$ cat src/rtl/adc_capture_ctrl.sv
// Paces the 8-bit ADC, captures FRAME_LEN samples per frame into the frame buffer as signed data,
// and holds frame_valid until the analysis stage acks; samples arriving while waiting are counted, not written.
module adc_capture_ctrl #(
  parameter int CLK_DIV   = 10,
  parameter int FRAME_LEN = 1024,
  parameter int ADDR_W    = 10,
  parameter int DATA_W    = 8
) (
  input  logic              clk,
  input  logic              reset,
  input  logic              start,
  input  logic              continuous,
  input  logic              abort,
  input  logic [DATA_W-1:0] adc_data,
  output logic              adc_clk,
  output logic              buf_we,
  output logic [ADDR_W-1:0] buf_addr,
  output logic [DATA_W-1:0] buf_wdata,
  output logic              frame_valid,
  input  logic              frame_ack,
  output logic              busy,
  output logic [7:0]        overrun_cnt
);

  localparam int DIV_W = (CLK_DIV > 1) ? $clog2(CLK_DIV) : 1;
  localparam logic [DIV_W-1:0]  DIV_MAX  = DIV_W'(CLK_DIV - 1);
  localparam logic [DIV_W-1:0]  DIV_HALF = DIV_W'(CLK_DIV / 2);
  localparam logic [ADDR_W-1:0] LAST_IDX = ADDR_W'(FRAME_LEN - 1);

  typedef enum logic [1:0] {
    IDLE    = 2'd0,
    CAPTURE = 2'd1,
    DONE    = 2'd2
  } state_t;

  state_t            state;
  logic [DIV_W-1:0]  div_cnt;
  logic [DIV_W-1:0]  div_cnt_next;
  logic              tick;
  logic [ADDR_W-1:0] idx;
  logic [DATA_W-1:0] sample_signed;

  always_comb begin
    div_cnt_next = (div_cnt == DIV_MAX) ? '0 : div_cnt + 1'b1;
  end

  // Sampling on the falling edge of adc_clk gives the ADC half a period to settle.
  assign tick = (div_cnt_next == DIV_HALF);

  // Offset binary to two's complement: flipping the MSB subtracts the 0x80 midscale.
  assign sample_signed = {~adc_data[DATA_W-1], adc_data[DATA_W-2:0]};

  always_ff @(posedge clk or posedge reset) begin
    if (reset) begin
      div_cnt <= '0;
      adc_clk <= 1'b0;
    end else begin
      div_cnt <= div_cnt_next;
      adc_clk <= (div_cnt_next < DIV_HALF);
    end
  end

  always_ff @(posedge clk or posedge reset) begin
    if (reset) begin
      state       <= IDLE;
      idx         <= '0;
      buf_we      <= 1'b0;
      buf_addr    <= '0;
      buf_wdata   <= '0;
      frame_valid <= 1'b0;
      busy        <= 1'b0;
      overrun_cnt <= 8'd0;
    end else begin
      buf_we <= 1'b0;
      if (abort) begin
        state       <= IDLE;
        frame_valid <= 1'b0;
        busy        <= 1'b0;
      end else begin
        case (state)
          IDLE: begin
            if (start) begin
              state       <= CAPTURE;
              busy        <= 1'b1;
              idx         <= '0;
              overrun_cnt <= 8'd0;
            end
          end
          CAPTURE: begin
            if (tick) begin
              buf_we    <= 1'b1;
              buf_addr  <= idx;
              buf_wdata <= sample_signed;
              idx       <= idx + 1'b1;
              if (idx == LAST_IDX) begin
                state       <= DONE;
                frame_valid <= 1'b1;
              end
            end
          end
          DONE: begin
            // Samples that arrive while the consumer still owns the buffer are dropped and counted.
            if (tick && continuous && (overrun_cnt != 8'hFF)) begin
              overrun_cnt <= overrun_cnt + 8'd1;
            end
            if (frame_ack) begin
              frame_valid <= 1'b0;
              idx         <= '0;
              if (continuous) begin
                state <= CAPTURE;
              end else begin
                state <= IDLE;
                busy  <= 1'b0;
              end
            end
          end
          default: begin
            state       <= IDLE;
            busy        <= 1'b0;
            frame_valid <= 1'b0;
          end
        endcase
      end
    end
  end

endmodule

$ cat config.mk
export PLATFORM = sky130hd
export DESIGN_NAME = adc_capture_ctrl
export DESIGN_NICKNAME = d
export VERILOG_FILES = /design/src/rtl/adc_capture_ctrl.sv
export SDC_FILE = /design/constraint.sdc
export NUM_CORES = 1
export LEC_CHECK = 0
export ABC_AREA = 1
export CORE_MARGIN = 2
export CORE_UTILIZATION = 30
export DETAILED_ROUTE_END_ITERATION = 8
export HOLD_SLACK_MARGIN = 0.08
export PLACE_DENSITY = 0.57
export SYNTH_ARGS = -nofsm -noshare
export SYNTH_HDL_FRONTEND = slang
export SYNTH_SLANG_ARGS = --single-unit
$ cat constraint.sdc
create_clock -name clk -period 1.7 [get_ports clk]
set_input_delay 0.34 -clock clk [delete_from_list [all_inputs] [get_ports clk]]
set_output_delay 0.34 -clock clk [all_outputs]
set_load 0.03 [all_outputs]
# Word-level counts from Yosys, hierarchy flattened
# Cells that the tools add are included.
dict set report op_classes {
  n_addsub 3
  order_cmp 1
  eq_ne 17
  mux 28
  bitwise 2
  reduce_logical 11
}
# op count
set ops {}
lappend ops {{$mux W10} 3}
lappend ops {{$pmux W10 S3} 1}
lappend ops {{$mux W8} 2}
lappend ops {{$pmux W8 S2} 1}
lappend ops {{$reduce_and A4 Y1} 4}
lappend ops {{$ne A3 B3 Y1 const B} 5}
lappend ops {{$mux W1} 12}
lappend ops {{$ne A2 B2 Y1 const B} 6}
lappend ops {{$add A10 B1 Y10 const B} 1}
lappend ops {{$eq A10 B10 Y1 const B} 1}
lappend ops {{$mux W2} 5}
lappend ops {{$add A8 B1 Y8 const B} 1}
lappend ops {{$ne A8 B8 Y1 const B} 1}
lappend ops {{$pmux W1 S3} 2}
lappend ops {{$pmux W2 S3} 1}
lappend ops {{$reduce_and A5 Y1} 1}
lappend ops {{$add A4 B1 Y4 const B} 1}
lappend ops {{$eq A4 B3 Y1 const B} 1}
lappend ops {{$eq A4 B4 Y1 const B} 1}
lappend ops {{$lt A4 B3 Y1 const B} 1}
lappend ops {{$mux W4} 1}
lappend ops {{$reduce_and A3 Y1} 1}
lappend ops {{$reduce_bool A3 Y1} 1}
lappend ops {{$eq A2 B1 Y1 const B} 1}
lappend ops {{5 further kinds} 7}
dict set report word_totals {
  register_bits 46
  in_bits 14
  output_inout_bits 30
  elab_cells 72
}

# Logic depth before layout (Yosys ltp)
# Gate-level depths: netlist of run 1.
dict set report depth {
  ltp_word 7
  mapped_depth 9
  depth_no_buf 9
}

# Least setup slack after synthesis of run 1
# OpenSTA, ideal clock, no wires.
dict set report synth_timing {
  kind {register -> register}
  start {register overrun_cnt[0]}
  end {register overrun_cnt[0]}
  setup_time_ns 0.065
  arrival_ns 1.480
  required_time_ns 1.635
  path_slack_ns 0.154
  path_stages_with_launch 10
  n_path_buf 0
  synth_period_minus_slack_ns 1.546
  path_cell_list {dfrtp_1 -> ha_1 -> nand2_1 -> nor2_1 -> nand2_1 -> nand3_2 -> nand2_4 -> nand2_4 -> nand2_1 -> nand2_1}
}
dict set report synth_between {
  elab_chain_cells 4
  elab_cells_between_ends 7
  cone_classes {add/sub: 1; eq/ne: 2; mux: 2; reduce/logical: 2}
}
# item line
set synth_lines {}
lappend synth_lines {{from (decl)} 22} ;# output logic [7:0] overrun_cnt
lappend synth_lines {{from (signal assigned)} 104} ;# overrun_cnt <= overrun_cnt + 8'd1;
lappend synth_lines {{branches (longest 4 deep; another with $add A8 B1 Y8)} -}
# Several ways; the timed one is not identified. The select of a mux whose other input is x is not followed.
# A chain may end at the register's enable or synchronous reset.

# Worst setup path after layout of run 1
dict set report layout_timing {
  start {register buf_we}
  end {output port buf_we}
}
# item line
set layout_lines {}
lappend layout_lines {{from (decl)} 16} ;# output logic buf_we,
lappend layout_lines {{from (signal assigned)} 67} ;# buf_we <= 1'b0;
lappend layout_lines {{from (signal assigned)} 74} ;# buf_we <= 1'b0;
lappend layout_lines {{from (signal assigned)} 91} ;# buf_we <= 1'b1;
# No word-level cell between the ends.

==> out/qor.csv, run 1 <==
metric,value,unit
arrival,1280,ps
postRouteAntennaNets,0,
hold_path.class,input port to async pin,
hold_viol,0,
netlist_instances,309,
peakVddDrop,0.000421,V
rows,32,
pwr-share-seq,37.2,%
timing.final.crit_share,95.5,%
drv_cap,0,
fin_util,41.6,%
n_antenna_cell,0,
postCtsSetupRepairBufs,0,
cts_hold_buf,0,
cts_tree,done,
grt_max_degree,28,
fin_cells,468,
reg2regPathDepth,8,
leakagePower,1.85,nW
area_growth,35.2,%
swShare,35.6,%
critPathMaxStageDelay,660,ps
min_period,1620,ps
synth_mux_area_share,0,%
synth_top_family_by_area,simple AND/OR/NAND/NOR gates,
dp_cells,460,
endpoint_kind,primary output,
cts_buffers,5,
critPathSlowestCell,clkdlybuf4s50_1,
drt-initial-drc-count,98,
cp_cell_sequence,clkdlybuf4s50_1,
wl,4980,µm
r2r_slack,210,ps
clk_path_buf_depth,2,
crit_family,buffers and inverters,
syn_area_per_cell,7.61,µm²
netSwitchingPower,0.00133,W
synth-compound-area-share,7.66,%
synth_xor_area_share,0.372,%
fmax,616,MHz
skew,10.2,ps
p_clk_share,26.7,%
dieArea,8570,µm²
wl_per_cell,10.6,µm
crit_fanout,1,
synth-simple-area-share,34.5,%
grt_pass1_wl,8740,µm
fp.dieW,92.6,µm
max_slew_margin,72.2,%
die_h,92.6,µm
io_pins,44,
setup_violations,0,
core_area,7650,µm²
cts_sinks,46,
yosys-top-cells-area,"dfrtp_1 49%, nand2_1 19%, nand3_1 5.7%",
htree_levels,2,
worst_slew_pin_slew,416,ps
critPathKind,flip-flop to primary output,
yosys.area.top_type,dfrtp_1,
ys_ff_latch,46,
vias_per_cell,4.47,
syn_area,2350,µm²
root_buffer,clkbuf_8,
outcome,"complete, no violations",
gr-total-overflow,0,
powerDensity,1170,nW/µm²
initial_core_util,30.8,%
firstDrtPassIters,5,
antenna_found_initial,0,
synthDominantCellAreaShare,48.9,%
globalplace.congestion,0.858,
fill_cells,780,
rsz0062_at_grt,no,
drive_above_1_share,13.7,%
comb_power_share,36.1,%
tns,0,ps
reg2reg_from,idx[0],
clk_latency,300,ps
cp-start-kind,flip-flop,
clk_pin_slew_worst_paths,90,ps
ys_warn_count,0,
synth_fp_nets,325,
ys_types,27,
num_vias,2090,
dp_hpwl,3660,µm
fin_nets,381,
internal_power,0.00240,W
cp.required,1360,ps
ys_seq_area_share,48.9,%
first_global_vias,1949,
post_synth_fa_ha_maj_area_fraction,1.06,%
drc,0,
portBuffers,43,
worstReg2RegEnd,frame_valid,
drv_slew,0,
grt_use_total,12.6,%
crit_buf_inv,1,
==> layout make-up <==
| cell class | instances | area, µm² | share of cell area (%) |
|---|---|---|---|
| flip-flops and latches | 46 | 1150 | 36.2 |
| multi-input cells | 221 | 1020 | 32.2 |
| repair buffers | 55 | 598 | 18.8 |
| inverters | 36 | 135 | 4.25 |
| well taps | 102 | 128 | 4.01 |
| clock buffers | 6 | 82.6 | 2.60 |
| clock inverters | 2 | 60.1 | 1.89 |
==> worst max path at each step <==
stage,startpoint,to,depth (start not counted)
global placement,abort,buf_addr[5],7
global route,buf_we,buf_we,1
floorplan,overrun_cnt[0],overrun_cnt[0],9
CTS,buf_addr[8],buf_addr[8],1
detailed placement,abort,buf_addr[5],7
finish,buf_we,buf_we,1
==> layer usage <==
layer | up-vias | GRT usage [%] | share of wire, %
met3 | 6 | 2.28 | 3.1
met5 | - | 0 | 0
met2 | 40 | 21.4 | 47
li1 | 1083 | - | -
met1 | 961 | 16.0 | 48
met4 | 0 | 4.48 | 1.6
==> cell usage after synthesis <==
master	number
nor3b_1	2
a21oi_1	6
nand2_2	6
nor2_4	1
buf_4	2
xnor2_1	1
o21ai_1	9
buf_2	3
buf_6	1
nand2_4	2
nor2_2	4
o21bai_1	1
nor2_1	25
o21ai_2	7
dfrtp_1	46
inv_2	7
nand3_2	1
o22ai_1	1
nor3_1	1
inv_1	29
nand3b_1	1
ha_1	2
or2_2	1
nand3_1	27
nand2_1	116
o21ai_0	6
nand4_1	1
==> logic make-up (layout without fill, tap and decap cells) <==
logic type	count (synthesis)	count (layout)
and+or+nand+nor	188	188
DFF	46	46
buffers and inverters	42	99
AOI/OAI and AO/OA	30	30
adders and majority gates	2	2
xor gates and xnor gates	1	1
==> cells in the final DEF, fill, tap and decap left out, drive strengths merged <==
cell           count
clkbuf             6
bufinv             2
nand2            124
or2                1
nor3               1
buf               12
nand3b             1
ha                 2
xnor2              1
dfrtp             46
o21bai             1
nor2              30
dlygate4sd2        8
nor3b              2
nand3             28
clkdlybuf4s50     15
a21oi              6
o22ai              1
o21ai             22
dlymetal6s2s      20
inv               36
nand4              1
==> power by group through the flow <==
| stage | Clock [W] | Combinational (W) | Sequential (W) |
|---|---|---|---|
| 2_1_floorplan | 0 | 0.000611 | 0.00167 |
| 4_1_cts | 0.00103 | 0.00137 | 0.00139 |
| 3_5_place_dp | 0 | 0.00138 | 0.00141 |
| 3_3_place_gp | 0 | 0.00137 | 0.00141 |
| 6_report | 0.000996 | 0.00134 | 0.00139 |
| 5_1_grt | 0.00108 | 0.00148 | 0.00142 |
==> sequential cells by signal, summed over array words and instances (netlist names) <==
| name | cells |
|---|---|
| overrun_cnt | 8 |
| busy | 1 |
| state | 2 |
| div_cnt | 4 |
| adc_clk | 1 |
| buf_addr | 10 |
| buf_wdata | 8 |
| idx | 10 |
| frame_valid | 1 |
| buf_we | 1 |
==> what timing repair did <==
action	CTS	global route
gates resized for setup	8	20
gates cloned	0	0
endpoints found under the setup margin	8	20
==> through the flow <==
stage	setup slack [ps]	hold slack [ps]	instance area (µm²)	power, W
after floorplan	154	432	2350	0.00228
after global placement	42.0	454	3000	0.00278
after detailed placement	28.9	458	3000	0.00280
after CTS	0.610	345	3130	0.00380
after global routing	5.01	349	3180	0.00398
final	76.5	340	3180	0.00373
Note: power is estimated with default switching activity, not from simulation.
==> run 2: changes to the inputs <==
--- a/config.mk
+++ b/config.mk
@@ -8,6 +8,7 @@
 export ABC_AREA = 1
 export CORE_MARGIN = 2
 export CORE_UTILIZATION = 30
+export CTS_BUF_LIST = sky130_fd_sc_hd__clkbuf_16
 export DETAILED_ROUTE_END_ITERATION = 8
 export HOLD_SLACK_MARGIN = 0.08
 export PLACE_DENSITY = 0.57
==> out/qor.csv, run 2 (synthesized netlist as in run 1, its figures left out) <==
metric,value,unit
outcome,"complete, no violations",
grt_util_met2,21.5,%
hold_path.class,input port to async pin,
fin_util,41.6,%
wl,5000,µm
wl_per_cell,10.7,µm
drv_cap,0,
endpoint_kind,primary output,
drive_above_1_share,13.4,%
rsz0062_at_grt,no,
cp-startpoint,buf_addr[8],
clk_path_buf_depth,2,
r2r_slack,200,ps
grt_use_met3,2.28,%
cp_cell_sequence,clkdlybuf4s50_1,
grt.met1_usage,16.2,%
grt_use_total,12.6,%
endpoint,buf_addr[8],
setup_violations,0,
rows,32,
arrival,1320,ps
area_growth,35.3,%
postRouteAntennaNets,0,
worstReg2RegEnd,frame_valid,
critPathSlowestCell,clkdlybuf4s50_1,
vias_per_cell,4.50,
cp.required,1360,ps
dp_hpwl,3660,µm
fin_ws,41.0,ps
top_regs,"buf_addr x10, idx x10",
firstDrtPassIters,4,
grt_busiest_layer,met2,
timing.final.crit_share,97.6,%
clk_pin_slew_worst_paths,60,ps
clk_latency,280,ps
io_pins,44,
cts_buffers,5,
powerDensity,1260,nW/µm²
cts_tree,done,
dieArea,8570,µm²
grt_pass1_wl,8770,µm
htree_levels,2,
drt-initial-drc-count,95,
fp.dieW,92.6,µm
globalplace.congestion,0.858,
critPathMaxStageDelay,690,ps
leakagePower,1.58,nW
min_period,1660,ps
cts_hold_buf,0,
fin_nets,381,
cts_sinks,46,
root_buffer,clkbuf_16,
gr-total-overflow,0,
tns,0,ps
fmax,603,MHz
core_area,7650,µm²
reg2regPathDepth,8,
portBuffers,43,
layout_common_cells,"116 x nand2_1, 46 x dfrtp_1, 34 x clkdlybuf4s50_1",
reg2reg_from,idx[0],
final_common_cell,nand2_1,
n_antenna_cell,0,
place_ws,28.9,ps
antenna_found_initial,0,
peakVddDrop,0.000646,V
crit_cells,1,
drc,0,
first_global_vias,1943,
initial_core_util,30.8,%
critPathKind,flip-flop to primary output,
num_vias,2105,
drv_slew,0,
skew,7.68,ps
max_slew_margin,71.9,%
fill_cells,777,
die_h,92.6,µm
hold_viol,0,
crit_fanout,2,
crit_buf_inv,1,
fin_cells,468,
dp_cells,460,
crit_family,buffers and inverters,
grt_max_degree,28,
worst_slew_pin_slew,421,ps
cp-start-kind,flip-flop,
-- run 2: cell count changes in the layout (fill, tap and decap cells not counted), sizes merged --
cell,delta
dlygate4sd2,-1
clkinv,+1
clkbuf,-1
clkdlybuf4s50,+19
dlymetal6s2s,-18
-- run 2: repair_timing --
action                                 4_1_cts  5_1_grt
setup endpoints to repair                    7        2
endpoints found under the hold margin        0        0
setup buffers                                0        0
resized for setup                            7        2
pin swaps                                    0        0
-- run 2: report_power, final --
| group | internal, W | total [W] | switching, W |
|---|---|---|---|
| Sequential | 0.00127 | 0.00140 | 0.000128 |
| Combinational | 0.000531 | 0.00137 | 0.000835 |
| Clock | 0.000837 | 0.00124 | 0.000398 |
-- run 2: worst min path at each step --
stage,end,slack [ps],depth (start not counted)
final,overrun_cnt[7],360,2
after global routing,idx[8],380,2
after CTS,idx[8],370,2
after detailed placement,buf_wdata[0],460,2
after global placement,buf_wdata[0],450,2
after floorplan,buf_wdata[7],430,1
-- run 2: cell type report --
| class | count | area (µm²) | area share [%] |
|---|---|---|---|
| Sequential cell | 46 | 1150 | 36.2 |
| Multi-Input combinational cell | 221 | 1020 | 32.2 |
| Tap cell | 102 | 128 | 4.01 |
| Clock inverter | 3 | 63.8 | 2.01 |
| Inverter | 36 | 135 | 4.25 |
| Clock buffer | 5 | 125 | 3.93 |
| Timing Repair Buffer | 55 | 554 | 17.4 |
-- run 2: worst register-to-register path, stage by stage (launching register included) --
cell and delay, ps:
dfrtp_1 410, ha_1 180, nand2_1 90, nor2_1 180, nand2_1 100, o21bai_1 210
nand3_1 110, nand2_1 60, nand2_1 40
-- run 2: layer usage --
layer  wire length, µm  up-vias  part of all wire, %
met4                67        0                  1.3
met1              2310      975                   46
met2              2420       40                   48
li1                  -     1085                    -
met5                 0        -                    0
met3               204        5                  4.1
-- run 2: stage by stage --
step	hold slack (ps)	total power (W)	area, µm²
final	361	0.00400	3180
after global routing	385	0.00424	3180
after CTS	373	0.00405	3180
after detailed placement	458	0.00280	3000
after global placement	454	0.00278	3000
after floorplan	432	0.00228	2350
==> patch: new RTL, flow settings as in run 1 <==
Reset style: synchronous (`reset`), changed in 2 clocked blocks.
--- a/src/rtl/adc_capture_ctrl.sv
+++ b/src/rtl/adc_capture_ctrl.sv
@@ -51,5 +51,5 @@
   assign sample_signed = {~adc_data[DATA_W-1], adc_data[DATA_W-2:0]};
 
-  always_ff @(posedge clk or posedge reset) begin
+  always_ff @(posedge clk) begin
     if (reset) begin
       div_cnt <= '0;
@@ -61,5 +61,5 @@
   end
 
-  always_ff @(posedge clk or posedge reset) begin
+  always_ff @(posedge clk) begin
     if (reset) begin
       state       <= IDLE;
Behaviour: differs if reset is asserted again (counterexample within 4 cycles, from zero or initial values and one cycle with reset high); with reset held inactive, the same outputs for 10 cycles.
==> patch against run 1 <==
  * Area after synthesis shrank 3.1%
  * Sequential cell count is the same
  * Routed wire length grew 7.0%
  * Worst hold slack gained 0.11 ns
  * Worst setup slack lost 0.035 ns
  * Design area shrank 4.3%
  * Fmax shrank 2.1%
  * Highest routed layer unchanged
Power is not compared: it rests on default switching activity, and its combinational part moved more than twofold at a synthesized area within 25%.
==> patch: results (changes against run 1) <==
Vias in the first global route = 1,991 (+2.2%)
Crit. Startpoint = buf_wdata[5]$_SDFFE_PP0P_
Crit path DAT = 1.32 ns (+0.04 ns)
Tightest Pin Transition = 0.3309 ns (-0.08511 ns)
M2 GR Usage = 0.2228 (+0.008728)
Status = finished, final reports clean
Post-route met1 wirelength = 2.478 mm (+4.0%)
Skew final = 0.01240 ns (+0.002184 ns)
Period utilization = 0.9754 (+0.02038)
Non-filler instance count after layout = 481 (+2.8%)
Syn Area/Cell = 7.098 µm² (-6.8%)
Share of cells above drive strength 1 = 0.1492 (+0.01260)
Comb_multi_in = 230 (+4.1%)
Layout clock area frac = 0.03699 (-0.007873)
Met1 Use GR = 0.1635 (+0.003981)
Largest cells by area after synthesis = dfxtp_1 40%, nand2_1 11%, nor2_1 7.9%
Non-clock buffers = 61 (+11%)
Drt first pass iters = 4 (-1)
Vias = 2,186 (+4.6%)
Min-delay worst type = reg -> reg
Met2 Routed Length = 2.503 mm (+6.0%)
CTS resizes = 9 (+1)
DR iter-0 viols = 74 (-24%)
Fill cell count = 795 (+1.9%)
Pre-CTS setup slack = -0.1469 ns (-0.1758 ns)
R2r setup slk = 0.18 ns (-0.03 ns)
Top post-synthesis cells by count = 68 x nand2_1, 48 x nor2_1, 46 x dfxtp_1, 34 x inv_1, 26 x nand3_1
patch: how the worst min path moves through the flow:
stage                             startpoint                         to  slack, ns  depth (start not counted)
finish              frame_valid$_SDFFE_PP0P_   frame_valid$_SDFFE_PP0P_       0.45                          2
global route        frame_valid$_SDFFE_PP0P_   frame_valid$_SDFFE_PP0P_       0.47                          2
CTS                 frame_valid$_SDFFE_PP0P_   frame_valid$_SDFFE_PP0P_       0.46                          2
detailed placement  frame_valid$_SDFFE_PP0P_   frame_valid$_SDFFE_PP0P_       0.44                          2
global placement    frame_valid$_SDFFE_PP0P_   frame_valid$_SDFFE_PP0P_       0.44                          2
floorplan                        adc_data[7]  buf_wdata[7]$_SDFFE_PP0P_       0.43                          1
patch: cell families (layout without fill, tap and decap cells):
| kind of cell | Yosys count | count (layout) |
|---|---|---|
| DFF | 46 | 46 |
| adders and majority gates | 2 | 2 |
| xor gates and xnor gates | 2 | 2 |
| buffers and inverters | 45 | 106 |
| AOI/OAI and AO/OA | 57 | 57 |
| and+or+nand+nor | 169 | 169 |
